===== src/rtl/edge_period_monitor.sv =====
// Measures rising-edge-to-rising-edge intervals of an asynchronous clock in
// units of clk cycles, reporting last/min/max/sum and a sticky saturation flag.
module edge_period_monitor #(
  parameter int CNT_W = 16,
  parameter int NUM_W = 8
) (
  input  logic                   clk,
  input  logic                   rstn,
  input  logic                   ck_in,
  input  logic                   start,
  input  logic [NUM_W-1:0]       num_edges,
  output logic                   busy,
  output logic                   done,
  output logic [CNT_W-1:0]       period_last,
  output logic [CNT_W-1:0]       period_min,
  output logic [CNT_W-1:0]       period_max,
  output logic [CNT_W+NUM_W-1:0] period_sum,
  output logic                   overflow
);

  typedef enum logic [1:0] {IDLE, ARM, MEAS, DONE} state_e;

  localparam logic [CNT_W-1:0] CNT_SAT = '1;
  localparam logic [CNT_W-1:0] CNT_PRE = CNT_SAT - 1'b1;
  localparam logic [CNT_W-1:0] CNT_ONE = CNT_W'(1);

  state_e                   state_q, state_d;
  logic                     sync1_q, sync2_q, sync3_q;
  logic                     rise_det;
  logic [CNT_W-1:0]         cnt_q, cnt_d;
  logic [NUM_W-1:0]         icnt_q, icnt_d, icnt_inc;
  logic [NUM_W-1:0]         num_q, num_d;
  logic [CNT_W-1:0]         last_q, last_d, min_q, min_d, max_q, max_d;
  logic [CNT_W+NUM_W-1:0]   sum_q, sum_d;
  logic                     ovf_q, ovf_d;

  // Two-flop synchronizer plus an edge register for ck_in.
  always_ff @(posedge clk or negedge rstn) begin
    if (!rstn) begin
      sync1_q <= 1'b0;
      sync2_q <= 1'b0;
      sync3_q <= 1'b0;
    end else begin
      sync1_q <= ck_in;
      sync2_q <= sync1_q;
      sync3_q <= sync2_q;
    end
  end

  assign rise_det = sync2_q & ~sync3_q;
  assign icnt_inc = icnt_q + 1'b1;

  always_comb begin
    state_d = state_q;
    cnt_d   = cnt_q;
    icnt_d  = icnt_q;
    num_d   = num_q;
    last_d  = last_q;
    min_d   = min_q;
    max_d   = max_q;
    sum_d   = sum_q;
    ovf_d   = ovf_q;
    case (state_q)
      IDLE: begin
        if (start) begin
          num_d   = num_edges;
          last_d  = '0;
          min_d   = CNT_SAT;
          max_d   = '0;
          sum_d   = '0;
          ovf_d   = 1'b0;
          cnt_d   = '0;
          state_d = (num_edges != '0) ? ARM : DONE;
        end
      end
      ARM: begin
        // The first edge only aligns the counter; no interval has elapsed yet.
        if (rise_det) begin
          state_d = MEAS;
          cnt_d   = CNT_ONE;
          icnt_d  = '0;
        end
      end
      MEAS: begin
        if (rise_det) begin
          last_d = cnt_q;
          if (cnt_q < min_q) min_d = cnt_q;
          if (cnt_q > max_q) max_d = cnt_q;
          sum_d  = sum_q + {{NUM_W{1'b0}}, cnt_q};
          icnt_d = icnt_inc;
          cnt_d  = CNT_ONE;
          if (icnt_inc == num_q) state_d = DONE;
        end else if (cnt_q != CNT_SAT) begin
          cnt_d = cnt_q + 1'b1;
          if (cnt_q == CNT_PRE) ovf_d = 1'b1;
        end
      end
      DONE:    state_d = IDLE;
      default: state_d = IDLE;
    endcase
  end

  always_ff @(posedge clk or negedge rstn) begin
    if (!rstn) begin
      state_q <= IDLE;
      cnt_q   <= '0;
      icnt_q  <= '0;
      num_q   <= '0;
      last_q  <= '0;
      min_q   <= CNT_SAT;
      max_q   <= '0;
      sum_q   <= '0;
      ovf_q   <= 1'b0;
    end else begin
      state_q <= state_d;
      cnt_q   <= cnt_d;
      icnt_q  <= icnt_d;
      num_q   <= num_d;
      last_q  <= last_d;
      min_q   <= min_d;
      max_q   <= max_d;
      sum_q   <= sum_d;
      ovf_q   <= ovf_d;
    end
  end

  assign busy        = (state_q == ARM) || (state_q == MEAS);
  assign done        = (state_q == DONE);
  assign period_last = last_q;
  assign period_min  = min_q;
  assign period_max  = max_q;
  assign period_sum  = sum_q;
  assign overflow    = ovf_q;

endmodule


===== config.mk =====
export PLATFORM = sky130hd
export DESIGN_NAME = edge_period_monitor
export DESIGN_NICKNAME = d
export VERILOG_FILES = /design/src/rtl/edge_period_monitor.sv
export SDC_FILE = /design/constraint.sdc
export NUM_CORES = 1
export LEC_CHECK = 0
export ABC_CLOCK_PERIOD_IN_PS = 2100
export BUFFER_PORTS_ARGS = -buffer_cell sky130_fd_sc_hd__buf_2
export CAP_MARGIN = 20
export CORE_MARGIN = 3
export CORE_UTILIZATION = 40
export CTS_CLUSTER_SIZE = 25
export DETAILED_ROUTE_END_ITERATION = 8
export GPL_TIMING_DRIVEN = 0
export MAX_ROUTING_LAYER = met4
export PLACE_DENSITY = 0.69
export SLEW_MARGIN = 20
export SYNTH_ARGS = -nofsm -noshare
export SYNTH_HDL_FRONTEND = slang
export SYNTH_SLANG_ARGS = --single-unit

===== constraint.sdc =====
create_clock -name clk -period 2.1 [get_ports clk]
set_input_delay 0.21 -clock clk [delete_from_list [all_inputs] [get_ports clk]]
set_output_delay 0.21 -clock clk [all_outputs]
set_load 0.03 [all_outputs]

==> metrics.md <==
| Metric | Value |
|---|---|
| Drt total wl | 22300 um |
| Num CTS Buffers | 9 |
| Fmax | 0.423 GHz |
| Ys async rst share | 100% |
| Maxcap violations | 0 |
| Failing checks | negative setup slack |
| Worst Setup Slack, final | -0.266 ns |
| Final GP Congestion | 0.921 |
| Synth Area in Compound Gates | 21.4% |
| Layout area overhead | 39.4% |
| Worst EP arrival | 2.60 ns |
| PortBufs | 86 |
| Sequential share of power | 29.6% |
| R2R setup slack | -0.27 ns |
| Final instance area | 0.00985 sq mm |
| Post-synthesis cell type count | 81 |
| Adder-Cell Fraction of Synth Area | 9.85% |
| Critical path class | flop to flop |
| Setup Skew | 0.0123 ns |
| DP Area | 0.00801 sq mm |
| First-pass GRT wire length | 33800 um |
| Routed Antenna Nets | 0 |
| Fin crit share | 113% |
| Slew Limit Fails | 0 |
| Switching part of the total power | 40.6% |
| Total congestion overflow | 0 |
| Mapped Area | 0.00706 sq mm |
| Non-filler cells in the finished layout | 1174 |
| Seq/Total Area, Yosys | 39.3% |
| DR iter-0 viols | 390 |
| Leak pwr | 4.35 nW |
| Min-Delay Endpoint | num_q[5] |
| Simple-Gate Fraction of Synth Area | 20.0% |
| Synth Register Bits | 110 |
| Die Ht | 139 um |
| Largest family of logic cells by synthesized area | compound AO/OA/AOI/OAI gates |
| Max-slew headroom | 56.0% |
| Mux contribution to synthesized area | 1.86% |
| Maximum vdd drop | 0.883 mV |
| DIE WIDTH | 139 um |
| Boundary Pins | 87 |
| FF-to-FF End | period_max[2] |
| WL/cell | 19.0 um |
| Starting density of the core | 41.7% |
| Number of flops mapped to enable cells by yosys | 0 |
| Number of remaining DRC errors | 0 |
| RSZ-0062 raised after global routing | true |
| Clock sinks | 110 |
| Router iterations before antenna repair | 5 |
| P_sw | 0.00353 W |
| Share of cells above drive strength 1 | 42.1% |
| Reg2Reg Depth | 8 |
| Die area | 0.0193 sq mm |
| Top_reg_cell synth | dfrtp_1 |
| GRT Overall Usage | 22.1% |
| Cell count after synthesis | 771 |
| Worst Path Max Fanout | 6 |
| Fin. Hold Viols | 0 |
| Crit path launch type | flop |
| Post-Syn Nets | 838 |
| Logic pwr share | 51.4% |
| Outcome | finished with violations |
| Htree depth | 3 |
| Detail Placement HPWL | 13900 um |
| Reg-to-reg startpoint | cnt_q[3] |
| Vias in the first global route | 6346 |
| Req. time, crit path | 2.33 ns |
| Nets | 1016 |
| Period minus WS final | 2.37 ns |
| Pint | 0.00517 W |
| Site row count | 47 |
| Core area | 0.0169 sq mm |
| CTS tree | built |
| Fill cell count | 1443 |
| Post-synthesis average cell area | 9.16 sq um |
| Cell Pwr Density | 884 mW/mm^2 |
| Vias post-DR | 6752 |
| ANT cells | 0 |
| Initial antenna violation count | 0 |
| WHS Path Cells | 2 |
| Clock share of power | 19.1% |
| Finished Core Util | 58.1% |
| Hold Path Class | input port to flop |
| Largest net degree at the start of global routing | 70 |
| Post-Synth XOR/XNOR Area | 2.23% |
| Worst Max-Slew Pin Slew | 0.660 ns |
| Vias/cell | 5.75 |
| Clk slew on worst S/H paths | 0.08 ns |
| CP Capture Type | flop |
| Clk buf depth | 2 |
| Placed Cells | 1078 |
| Hold_sp | num_edges[5] |
| Setup violators final | 47 |
| Ys Warns | 0 |
| Clock insertion delay at the later pin of the skew report | 0.36 ns |
| Root Buffer | clkbuf_16 |
## critical path: stages, from the launching register on
cell,delay (ns)
dfrtp_2,0.51
ha_1,0.37
a21oi_1,0.09
a2111o_1,0.41
and3_4,0.21
buf_6,0.13
buf_4,0.15
o21ai_0,0.25
a21oi_1,0.12
## power by group through the flow
stage | Sequential (W) | Clock, W | Combinational, W
6_report | 0.00257 | 0.00166 | 0.00447
5_1_grt | 0.00260 | 0.00177 | 0.00474
4_1_cts | 0.00256 | 0.00169 | 0.00378
3_5_place_dp | 0.00262 | 0 | 0.00297
3_3_place_gp | 0.00261 | 0 | 0.00292
2_1_floorplan | 0.00273 | 0 | 0.00200
## per-layer routing
layer | track usage, % | vias to the layer above | part of all wire (%)
met1 | 29.3 | 3317 | 43
li1 | - | 3183 | -
met4 | 5.92 | 0 | 2.0
met2 | 34.6 | 219 | 48
met5 | - | - | 0
met3 | 4.72 | 33 | 6.1
## registers in the layout, indices dropped and copies added (netlist names)
name / flops
period_last: 16
period_sum: 24
period_min: 16
sync1_q: 1
sync3_q: 1
cnt_q: 16
sync2_q: 1
icnt_q: 8
state_q: 2
period_max: 16
num_q: 8
overflow: 1
## logic make-up (layout without fill, tap and decap cells)
family / Yosys count / count (layout)
muxes: 12 / 12
adders and majority gates: 55 / 55
and+or+nand+nor: 252 / 253
xor gates and xnor gates: 18 / 18
DFF: 110 / 110
buffers and inverters: 79 / 261
AOI/OAI and AO/OA: 245 / 245
## synthesized netlist by cell type (all sizes together), types with 9 or more instances
cell	instances	area (sq um)
nor4b	17	211
dfrtp	94	2350
inv	40	150
clkbuf	21	83.8
a21oi	58	294
mux2	9	101
a21o	13	106
o21ai	110	562
a211oi	9	77.6
nand3	17	85.1
a31oi	12	75.1
buf	17	136
nor2	36	161
o31ai	10	80.1
xnor2	13	114
and3	9	63.8
or3	20	125
dfstp	16	420
nand4	17	113
nand2	93	362
nor3	10	50.1
ha	54	676
## repair_timing
item / in CTS / in global routing
pin swaps: 41 / 43
endpoints found under the setup margin: 88 / 72
setup buffers: 49 / 28
endpoints found under the hold margin: 36 / 0
hold buffers: 2 / 0
resized for setup: 110 / 99
gates cloned: 3 / 3
## placed cells by master, fill, tap and decap left out, types with 25 or more instances in the layout
| master | synthesis | final |
|---|---|---|
| dfrtp_1 | 94 | 64 |
| buf_6 | 7 | 25 |
| ha_4 | 0 | 29 |
| dfrtp_2 | 0 | 30 |
| nand2_1 | 90 | 90 |
| nor2_1 | 33 | 29 |
| o21ai_1 | 18 | 41 |
| a21oi_1 | 57 | 35 |
| buf_2 | 7 | 90 |
| inv_1 | 40 | 34 |
| buf_4 | 3 | 58 |
| o21ai_0 | 91 | 65 |
## worst max-delay path by stage
stage | slack [ns] | end | cells after the start | startpoint
after floorplan | -0.1 | period_sum[8] | 8 | period_sum[0]
after global placement | -0.77 | period_sum[13] | 1 | rstn
after detailed placement | -0.42 | period_max[11] | 8 | state_q[1]
after CTS | -0.19 | period_max[7] | 8 | cnt_q[1]
after global routing | -0.34 | period_max[2] | 8 | cnt_q[6]
final | -0.27 | period_max[2] | 8 | cnt_q[3]
## metrics by stage
step                hold WS [ns]  total power (W)  setup TNS (ns)  setup WS (ns)
CTS                       0.0877          0.00803           -4.92         -0.186
global placement           0.320          0.00553          -70.46         -0.765
global route              0.0949          0.00912          -10.12         -0.338
finish                    0.0992          0.00870           -6.62         -0.266
floorplan                -0.0856          0.00473           -1.38        -0.0959
detailed placement         0.163          0.00559          -18.65         -0.420
## cell type report
| type | instances | area (sq um) | area share [%] |
|---|---|---|---|
| buffer | 34 | 274 | 2.78 |
| clock buffer | 12 | 246 | 2.50 |
| clock inverter | 4 | 31.3 | 0.318 |
| inverter | 40 | 153 | 1.55 |
| multi-input combinational | 583 | 4800 | 48.7 |
| sequential | 110 | 2810 | 28.5 |
| tap | 220 | 275 | 2.80 |
| timing repair buffer | 171 | 1260 | 12.8 |
No activity file was read; power rests on OpenSTA's default activity.
